[src/rtl/tl_ad_buffer_pkg.sv]
// Purpose: shared definitions for the TileLink A/D channel buffer.
//   - TileLink field widths that are fixed by the protocol (opcode, param, size)
//   - A and D opcode encodings used on this port
//   - default payload widths and the canonical packed beat layouts.
// The beat structs use the default payload widths. The top module packs its
// beats in the same field order, but sizes them from its own parameters.
package tl_ad_buffer_pkg;

    localparam int OPCODE_W  = 3;
    localparam int A_PARAM_W = 3;
    localparam int D_PARAM_W = 2;
    localparam int SIZE_W    = 3;

    localparam int TL_SRC_W  = 7;
    localparam int TL_ADDR_W = 31;
    localparam int TL_DATA_W = 64;

    localparam logic [OPCODE_W-1:0] A_PUT_FULL    = 3'd0;
    localparam logic [OPCODE_W-1:0] A_PUT_PARTIAL = 3'd1;
    localparam logic [OPCODE_W-1:0] A_GET         = 3'd4;

    localparam logic [OPCODE_W-1:0] D_ACCESS_ACK      = 3'd0;
    localparam logic [OPCODE_W-1:0] D_ACCESS_ACK_DATA = 3'd1;

    typedef struct packed {
        logic [OPCODE_W-1:0]    opcode;
        logic [A_PARAM_W-1:0]   param;
        logic [SIZE_W-1:0]      size;
        logic [TL_SRC_W-1:0]    source;
        logic [TL_ADDR_W-1:0]   address;
        logic [TL_DATA_W/8-1:0] mask;
        logic [TL_DATA_W-1:0]   data;
    } a_beat_t;

    typedef struct packed {
        logic [OPCODE_W-1:0]  opcode;
        logic [D_PARAM_W-1:0] param;
        logic [SIZE_W-1:0]    size;
        logic [TL_SRC_W-1:0]  source;
        logic                 denied;
        logic                 corrupt;
        logic [TL_DATA_W-1:0] data;
    } d_beat_t;

endpackage

[src/rtl/tl_ad_channel_buffer_fifo.sv]
// Purpose: generic DEPTH x WIDTH circular FIFO with a valid/ready handshake
// on both sides and an occupancy count.
// Optional feature, selected by the macro TL_AD_BUFFER_FLOW_EN: when the FIFO
// is empty, an incoming beat is presented on the output in the same cycle.
// Ports:
//   clock, reset          rising-edge clock, asynchronous active-high reset
//   in_valid/in_ready     enqueue handshake, in_data payload
//   out_valid/out_ready   dequeue handshake, out_data payload
//   count                 current occupancy, 0..DEPTH
module tl_ad_fifo
    import tl_ad_buffer_pkg::*;
#(
    parameter int DEPTH = 2,
    parameter int WIDTH = 8
) (
    input  logic                           clock,
    input  logic                           reset,
    input  logic                           in_valid,
    output logic                           in_ready,
    input  logic [WIDTH-1:0]               in_data,
    output logic                           out_valid,
    input  logic                           out_ready,
    output logic [WIDTH-1:0]               out_data,
    output logic [$clog2(DEPTH+1)-1:0]     count
);

    localparam int CNT_W = $clog2(DEPTH + 1);
    localparam int PTR_W = (DEPTH > 1) ? $clog2(DEPTH) : 1;
    localparam logic [PTR_W-1:0] LAST_PTR = PTR_W'(DEPTH - 1);

    logic [WIDTH-1:0] storage [DEPTH];
    logic [PTR_W-1:0] wr_ptr;
    logic [PTR_W-1:0] rd_ptr;
    logic             empty;
    logic             enq;
    logic             deq;

    assign empty    = (count == '0);
    // Ready depends only on registered occupancy, so a full FIFO never
    // accepts on the strength of a same-cycle dequeue.
    assign in_ready = (count != CNT_W'(DEPTH));

`ifdef TL_AD_BUFFER_FLOW_EN
    assign out_valid = !empty || in_valid;
    assign out_data  = empty ? in_data : storage[rd_ptr];
    // A beat that passes straight through while empty is never stored.
    assign enq       = in_valid && in_ready && !(empty && out_ready);
    assign deq       = !empty && out_ready;
`else
    assign out_valid = !empty;
    assign out_data  = storage[rd_ptr];
    assign enq       = in_valid && in_ready;
    assign deq       = out_valid && out_ready;
`endif

    always_ff @(posedge clock or posedge reset) begin
        if (reset) begin
            wr_ptr <= '0;
            rd_ptr <= '0;
            count  <= '0;
            for (int i = 0; i < DEPTH; i++) begin
                storage[i] <= '0;
            end
        end else begin
            if (enq) begin
                storage[wr_ptr] <= in_data;
                wr_ptr <= (wr_ptr == LAST_PTR) ? '0 : wr_ptr + PTR_W'(1);
            end
            if (deq) begin
                rd_ptr <= (rd_ptr == LAST_PTR) ? '0 : rd_ptr + PTR_W'(1);
            end
            case ({enq, deq})
                2'b10:   count <= count + CNT_W'(1);
                2'b01:   count <= count - CNT_W'(1);
                default: count <= count;
            endcase
        end
    end

endmodule

[src/rtl/tl_ad_channel_buffer.sv]
// Purpose: registered TileLink A/D channel buffer. Two independent FIFOs cut
// the valid/ready paths between the core-side crossbar and the bridge port:
// A carries requests master->slave, D carries responses slave->master.
// Optional feature macro: TL_AD_BUFFER_FLOW_EN (same-cycle flow-through when a
// FIFO is empty); undefined gives strict one-cycle registered latency.
// Ports:
//   clock, reset                   clock and asynchronous active-high reset
//   in_a_* / out_a_*               A channel, upstream side in, downstream out
//   in_d_* / out_d_*               D channel, downstream side in, upstream out
//   a_count, d_count               FIFO occupancies
module tl_ad_channel_buffer
    import tl_ad_buffer_pkg::*;
#(
    parameter int A_DEPTH = 2,
    parameter int D_DEPTH = 2,
    parameter int SRC_W   = 7,
    parameter int ADDR_W  = 31,
    parameter int DATA_W  = 64
) (
    input  logic                           clock,
    input  logic                           reset,

    input  logic                           in_a_valid,
    output logic                           in_a_ready,
    input  logic [OPCODE_W-1:0]            in_a_opcode,
    input  logic [A_PARAM_W-1:0]           in_a_param,
    input  logic [SIZE_W-1:0]              in_a_size,
    input  logic [SRC_W-1:0]               in_a_source,
    input  logic [ADDR_W-1:0]              in_a_address,
    input  logic [DATA_W/8-1:0]            in_a_mask,
    input  logic [DATA_W-1:0]              in_a_data,

    output logic                           out_a_valid,
    input  logic                           out_a_ready,
    output logic [OPCODE_W-1:0]            out_a_opcode,
    output logic [A_PARAM_W-1:0]           out_a_param,
    output logic [SIZE_W-1:0]              out_a_size,
    output logic [SRC_W-1:0]               out_a_source,
    output logic [ADDR_W-1:0]              out_a_address,
    output logic [DATA_W/8-1:0]            out_a_mask,
    output logic [DATA_W-1:0]              out_a_data,

    input  logic                           in_d_valid,
    output logic                           in_d_ready,
    input  logic [OPCODE_W-1:0]            in_d_opcode,
    input  logic [D_PARAM_W-1:0]           in_d_param,
    input  logic [SIZE_W-1:0]              in_d_size,
    input  logic [SRC_W-1:0]               in_d_source,
    input  logic                           in_d_denied,
    input  logic                           in_d_corrupt,
    input  logic [DATA_W-1:0]              in_d_data,

    output logic                           out_d_valid,
    input  logic                           out_d_ready,
    output logic [OPCODE_W-1:0]            out_d_opcode,
    output logic [D_PARAM_W-1:0]           out_d_param,
    output logic [SIZE_W-1:0]              out_d_size,
    output logic [SRC_W-1:0]               out_d_source,
    output logic                           out_d_denied,
    output logic                           out_d_corrupt,
    output logic [DATA_W-1:0]              out_d_data,

    output logic [$clog2(A_DEPTH+1)-1:0]   a_count,
    output logic [$clog2(D_DEPTH+1)-1:0]   d_count
);

    // Beats are packed in the same field order as a_beat_t / d_beat_t, but
    // sized from this module's parameters so non-default widths still work.
    localparam int A_W = OPCODE_W + A_PARAM_W + SIZE_W + SRC_W + ADDR_W
                         + DATA_W/8 + DATA_W;
    localparam int D_W = OPCODE_W + D_PARAM_W + SIZE_W + SRC_W + 2 + DATA_W;

    logic [A_W-1:0] a_in_beat;
    logic [A_W-1:0] a_out_beat;
    logic [D_W-1:0] d_in_beat;
    logic [D_W-1:0] d_out_beat;

    assign a_in_beat = {in_a_opcode, in_a_param, in_a_size, in_a_source,
                        in_a_address, in_a_mask, in_a_data};
    assign {out_a_opcode, out_a_param, out_a_size, out_a_source,
            out_a_address, out_a_mask, out_a_data} = a_out_beat;

    assign d_in_beat = {in_d_opcode, in_d_param, in_d_size, in_d_source,
                        in_d_denied, in_d_corrupt, in_d_data};
    assign {out_d_opcode, out_d_param, out_d_size, out_d_source,
            out_d_denied, out_d_corrupt, out_d_data} = d_out_beat;

    tl_ad_fifo #(
        .DEPTH (A_DEPTH),
        .WIDTH (A_W)
    ) u_a_fifo (
        .clock     (clock),
        .reset     (reset),
        .in_valid  (in_a_valid),
        .in_ready  (in_a_ready),
        .in_data   (a_in_beat),
        .out_valid (out_a_valid),
        .out_ready (out_a_ready),
        .out_data  (a_out_beat),
        .count     (a_count)
    );

    tl_ad_fifo #(
        .DEPTH (D_DEPTH),
        .WIDTH (D_W)
    ) u_d_fifo (
        .clock     (clock),
        .reset     (reset),
        .in_valid  (in_d_valid),
        .in_ready  (in_d_ready),
        .in_data   (d_in_beat),
        .out_valid (out_d_valid),
        .out_ready (out_d_ready),
        .out_data  (d_out_beat),
        .count     (d_count)
    );

endmodule

[config.mk]
export PLATFORM = sky130hd
export DESIGN_NAME = tl_ad_channel_buffer
export DESIGN_NICKNAME = d
export VERILOG_FILES = /design/src/rtl/tl_ad_buffer_pkg.sv /design/src/rtl/tl_ad_channel_buffer_fifo.sv /design/src/rtl/tl_ad_channel_buffer.sv
export SDC_FILE = /design/constraint.sdc
export NUM_CORES = 1
export LEC_CHECK = 0
export CAP_MARGIN = 10
export CORE_ASPECT_RATIO = 0.6
export CORE_MARGIN = 3
export CORE_UTILIZATION = 40
export CTS_BUF_LIST = sky130_fd_sc_hd__clkbuf_8
export DETAILED_ROUTE_END_ITERATION = 16
export PLACE_DENSITY_LB_ADDON = 0.05
export SLEW_MARGIN = 0
export SYNTH_ARGS = -nofsm -noshare
export SYNTH_HDL_FRONTEND = slang
export SYNTH_SLANG_ARGS = --single-unit
[constraint.sdc]
create_clock -name clock -period 17.5 [get_ports clock]
set_input_delay 1.75 -clock clock [delete_from_list [all_inputs] [get_ports clock]]
set_output_delay 1.75 -clock clock [all_outputs]
set_load 0.02 [all_outputs]
==> results of run 1 <==
-- cells in the mapped netlist --
cell type / instances
dfrtp_1: 408
mux2_2: 371
mux2_4: 220
buf_12: 22
buf_6: 19
buf_2: 18
mux2_1: 9
xnor2_1: 6
clkbuf_1: 4
xor2_1: 4
and2_1: 2
buf_8: 2
ha_1: 2
nand2_1: 2
nand2b_4: 2
nor2_1: 2
or2_2: 2
and3_1: 1
and3_4: 1
and3b_4: 1
buf_4: 1
inv_1: 1
nand3b_1: 1
-- registers in the layout, summed over array words and instances (netlist names) --
register / flops
u_a_fifo.storage: 238
u_d_fifo.storage: 162
u_a_fifo.count: 2
u_d_fifo.count: 2
u_a_fifo.rd_ptr: 1
u_a_fifo.wr_ptr: 1
u_d_fifo.rd_ptr: 1
u_d_fifo.wr_ptr: 1
-- how the worst max path moves through the flow --
stage,end,slack [ps],cells past startpoint
after detailed placement,u_a_fifo.storage[152],12270,5
after floorplan,u_a_fifo.count[0],4400,1
final,out_a_data[50],12130,3
after global placement,u_a_fifo.storage[196],12310,5
after CTS,out_a_data[12],12040,3
after global routing,out_a_address[22],11950,3
-- worst max-delay path, stage by stage, from the launching register on --
cell and delay, ps:
dfrtp_4 1030, buf_4 820, mux2_2 420, clkdlybuf4s50_1 590
-- metal layers --
metal,track usage [%],up-vias
li1,-,4800
met1,23.7,5394
met2,31.0,201
met3,4.55,77
met4,5.54,8
met5,0,-
-- where the power goes --
part,total (mW),leakage [nW],internal (mW),switching (mW)
logic,2.87,4.90,1.66,1.21
registers,1.73,4.80,1.44,0.292
clock network,0.780,0.733,0.406,0.374
-- through the flow --
| stage | total power [mW] | instances | cell area (sq um) |
|---|---|---|---|
| 2_1_floorplan | 3.62 | 1101 | 18800 |
| 3_3_place_gp | 4.60 | 2081 | 23000 |
| 6_report | 5.37 | 2194 | 24300 |
| 4_1_cts | 5.47 | 2193 | 24300 |
| 5_1_grt | 5.68 | 2194 | 24300 |
| 3_5_place_dp | 4.63 | 2081 | 23000 |
-- cells by family after synthesis --
kind of cell  Yosys count  synth area share (%)
fa+ha+maj               2                 0.133
xor+xnor               10                 0.466
simple gates           14                 0.559
flops                 408                  54.3
buf+inv                67                  4.26
mux                   600                  40.3
-- layout make-up --
type	instances	area share [%]
tap	620	3.20
clock inverter	33	0.541
clock buffer	79	4.48
antenna	1	0.0103
sequential	408	42.1
inverter	1	0.0464
timing repair buffer	426	17.4
multi-input combinational	626	32.2
==> impl_results.md, run 1 <==
- Setup_tns: 0 ps
- Start point of the critical path: u_a_fifo.rd_ptr
- Final cycle utilization of the critical path: 30.7%
- Hold Crit Class: reg2reg
- I/O Pins: 414
- CORE AREA: 45600 sq um
- Multi-input logic area: 7800 sq um
- Post-route worst setup slack: 12130 ps
- Power per cell area: 222 nW/um^2
- Leak pwr: 10.4 nW
- WL/cell: 21.0 microns
- Root buf cell: clkbuf_8
- Drt pass-1 iters: 4
- Synthesized Nets: 1309
- First DRT Iteration DRCs: 324
- Post-DRT Antenna Nets: 0
- Chip height: 174 microns
- Fmax: 186 MHz
- CTS tree: yes
- Total wire length: 46000 microns
- Area Growth Syn to Fin: 29.0%
- Gate Count Post-Synth: 1101
- CTS buffer count: 67
- Initial Utilization: 41.2%
- Final nets: 1738
- First-pass GRT wire length: 72000 microns
- Vias in the first global route: 11.7k
- Worst Hold Path EP: u_d_fifo.storage[45]
- Max Clock Skew: 19.8 ps
- FF+latch count, synth: 408
- Die area: 49700 sq um
- Maximum vdd drop: 0.226 mV
- Critical path fanouts, max: 63
- Final Setup Violations: 0
- Vias per cell: 4.78
- HP Start: u_d_fifo.storage[45]
- Register area share after synthesis: 54.3%
- Min Hold Slack: 483 ps
- Reg2Reg Capture Point: u_a_fifo.storage[59]
- Worst-path clk slew: 60 ps
- CP arrival: 3620 ps
- Most common cell after layout, fill and taps aside: clkdlybuf4s50_1
- Via Count: 10.5k
- Clock sink count: 408
- Worst R2R Setup Slack: 13980 ps
- Largest area contributor in the netlist: dfrtp_1
- Routability Congestion: 0.761
- # resized after CTS: 0
- Longest Clk Path Bufs: 3
- DP HPWL: 30200 microns
- Setup crit start kind: flop
- GR Overflow Total: 0
- Latest clock arrival within the worst-skew pair: 590 ps
- Endpoints failing hold: 0
- Actual slew at the worst max-slew pin: 1060 ps
- Distinct cells, synth: 23
- Total GRT Usage: 18.5%
- Fin util: 53.2%
- Fillers: 3828
- Crit Path Class: reg2out
- Die width: 286 microns
- Req. time, crit path: 15750 ps
- Layout cells sized above 1: 44.2%
- Area contributors post-synth: dfrtp_1, mux2_2, mux2_4, buf_12, buf_6
- Cells on Worst Hold Path: 1
- Num rows: 60
- Top-area cell type share of the netlist area: 54.3%
- Post-CTS Setup Bufs: 0
- Port buffer count: 413
- Status: completed
- Routed length on met1: 20000 microns
- Slew Limit Fails: 0
- Hold-fix buffer count after cts: 0
- Most frequent cells in the layout: clkdlybuf4s50_1, dfrtp_1, mux2_2
- Pre-CTS setup slack: 12270 ps
- WL met2: 22800 microns
- Drt drc: 0
- Number of cells on the worst reg-to-reg path: 5
- Cell Area, Synth: 18800 sq um
- H-tree depth: 3
- Unrepaired setup endpoints after global routing: false
- Max-slew headroom: 29.1%
- Largest net degree at the start of global routing: 150
- Register area: 10200 sq um
- MaxCap Viol Count: 0
- Syn_area_per_cell: 17.1 sq um
- Worst r2r src: u_a_fifo.count[0]
- Final Critical Period: 5370 ps
- CP endpoint kind: output pin
- Top Layer Used: met5
- Yosys Warn Count: 0
- Initial antenna violation count: 5
- DR WL met3: 2030 microns
Note: power is estimated with default switching activity, not from simulation.
==> run 2, diff against run 1 <==
- clock period: 17.5 -> 5 ns (I/O delays scaled with it)
==> impl_results.md, run 2 (same netlist as run 1, synthesis figures left out) <==
- Largest register FFs: 238 (unchanged)
- Power per cell area: 776 nW/um^2 (+250%)
- Vias in the first global route: 11.7k (-0.14%)
- Setup crit start kind: flop
- GR Overflow Total: 0 (unchanged)
- Most frequent cells in the layout: clkdlybuf4s50_1, dfrtp_1, mux2_2
- Drt drc: 0 (unchanged)
- Req. time, crit path: 4500 ps (-11250 ps)
- Post-place instance area: 23200 sq um (+0.49%)
- Final Setup Violations: 0 (unchanged)
- Initial antenna violation count: 6 (+1)
- Hold-fix buffer count after cts: 0 (unchanged)
- Slowest CP cell: dfrtp_4
- Crit path cell chain: buf_12 -> mux2_2 -> clkdlybuf4s50_1
- Via Count: 10.5k (-0.076%)
- Initial Utilization: 41.2% (unchanged)
- I/O Pins: 414 (unchanged)
- Drt pass-1 iters: 4 (unchanged)
- Die area: 49700 sq um (unchanged)
- Largest net degree at the start of global routing: 130 (-13%)
- Longest Clk Path Bufs: 3 (unchanged)
- Fmax: 281 MHz
- Die width: 286 microns (unchanged)
- Reg with most FFs: u_a_fifo.storage
- Final nets: 1741 (+0.17%)
- H-tree depth: 3 (unchanged)
- Final Critical Period: 3560 ps
- Actual slew at the worst max-slew pin: 975 ps (-89.1 ps)
- Crit Path Class: reg2out
- Status: completed
- Chip height: 174 microns (unchanged)
- Maximum vdd drop: 0.375 mV (+66%)
- Fillers: 3830 (+0.052%)
- Layout cells sized above 1: 44.9% (+0.75 points)
- WL/cell: 21.3 microns (+1.4%)
- Leak pwr: 10.5 nW (+0.48%)
- CP endpoint kind: output pin
- Slew Limit Fails: 0 (unchanged)
- CTS tree: yes
- Clock sink count: 408 (unchanged)
- Area Growth Syn to Fin: 29.9%
- Worst-path clk slew: 70 ps (about the same)
- Slowest stage delay, CP: 880 ps (-150 ps)
- Non-Filler Instances: 2200 (+0.27%)
- Port buffer count: 413 (unchanged)
- Final cycle utilization of the critical path: 71.2%
- Num rows: 60 (unchanged)
- CTS buffer count: 66 (-1.5%)
- Routability Congestion: 0.745 (-2.2%)
- Largest regs: u_a_fifo.storage (238), u_d_fifo.storage (162)
- DP HPWL: 31300 microns (+3.6%)
- Critical path fanouts, max: 75 (+19%)
- # resized after CTS: 0 (unchanged)
- Vias per cell: 4.76 (-0.35%)
- Fin area: 24400 sq um (+0.73%)
- Unrepaired setup endpoints after global routing: false
- Post-DRT Antenna Nets: 0 (unchanged)
- Post-Place Cells: 2085 (+0.19%)
- First DRT Iteration DRCs: 411 (+27%)
- Hold Crit Class: in2async
- MaxCap Viol Count: 0 (unchanged)
- First-pass GRT wire length: 72000 microns (about the same)
- Latest clock arrival within the worst-skew pair: 580 ps (about the same)
- Total GRT Usage: 18.7% (+0.19 points)
- Max-slew headroom: 35.0% (+5.9 points)
- Post-CTS Setup Bufs: 0 (unchanged)
- Root buf cell: clkbuf_8
- CORE AREA: 45600 sq um (unchanged)
- CP arrival: 3060 ps (-560 ps)
- Total wire length: 46800 microns (+1.7%)
- Endpoints failing hold: 0 (unchanged)
- Most common cell after layout, fill and taps aside: clkdlybuf4s50_1
- Max Clock Skew: 17.3 ps (-2.54 ps)
## run 2: cell count changes in the layout (fill, tap and decap cells not counted), sizes merged
cell	delta
buf	+4
bufinv	+1
clkbuf	+2
clkinv	+6
clkinvlp	+2
diode	+1
inv	-10
## run 2: layer usage
metal / vias up / track usage, % / part of all wire (%)
met1: 5334 / 23.7 / 43
met5: - / 0 / 0.13
met4: 8 / 5.17 / 2.0
li1: 4824 / - / -
met2: 225 / 31.4 / 50
met3: 81 / 5.07 / 4.9
## run 2: metrics by stage
stage | util [%] | setup WS [ps] | hold slack [ps] | power [mW] | TNS, ps
3_3_place_gp | 50.7 | 2100 | 462 | 16.2 | 0
2_1_floorplan | - | -998 | 451 | 12.7 | -407050
5_1_grt | 53.5 | 1310 | 379 | 20.0 | 0
3_5_place_dp | 50.7 | 2100 | 468 | 16.3 | 0
4_1_cts | 53.5 | 1400 | 331 | 19.3 | 0
6_report | 53.5 | 1440 | 380 | 19.0 | 0
## run 2: final timing paths
check	startpoint	to	slack, ps	depth (start not counted)
max	u_a_fifo.rd_ptr	out_a_data[30]	1440	3
min	reset	u_a_fifo.storage[140]	380	2
max reg2reg	u_a_fifo.count[0]	u_a_fifo.storage[138]	2510	4
min reg2reg	u_d_fifo.storage[53]	u_d_fifo.storage[53]	480	1
max in group asynchronous	reset	u_d_fifo.storage[44]	3300	4
min in group clock	u_d_fifo.storage[53]	u_d_fifo.storage[53]	480	1
## run 2: final cells by class
class	instances	area (sq um)	share of cell area, %
Tap cell	620	776	3.17
Clock inverter	32	165	0.676
Clock buffer	81	1110	4.56
Timing Repair Buffer	430	4350	17.8
Multi-Input combinational cell	626	7800	31.9
Antenna cell	2	5.00	0.0205
Inverter	1	7.51	0.0307
Sequential cell	408	10200	41.8
## run 2: power by group
| group | leakage [nW] | internal [mW] | total, mW | switching [mW] |
|---|---|---|---|---|
| sequential | 4.80 | 5.02 | 6.15 | 1.13 |
| combinational | 4.94 | 5.83 | 9.99 | 4.16 |
| clock | 0.738 | 1.51 | 2.83 | 1.32 |
## run 2: critical path: cells and delay by family, from the launching register on
| family | cells | cell delay (ps) |
|---|---|---|
| buffers and inverters | 2 | 980 |
| DFF | 1 | 880 |
| muxes | 1 | 440 |
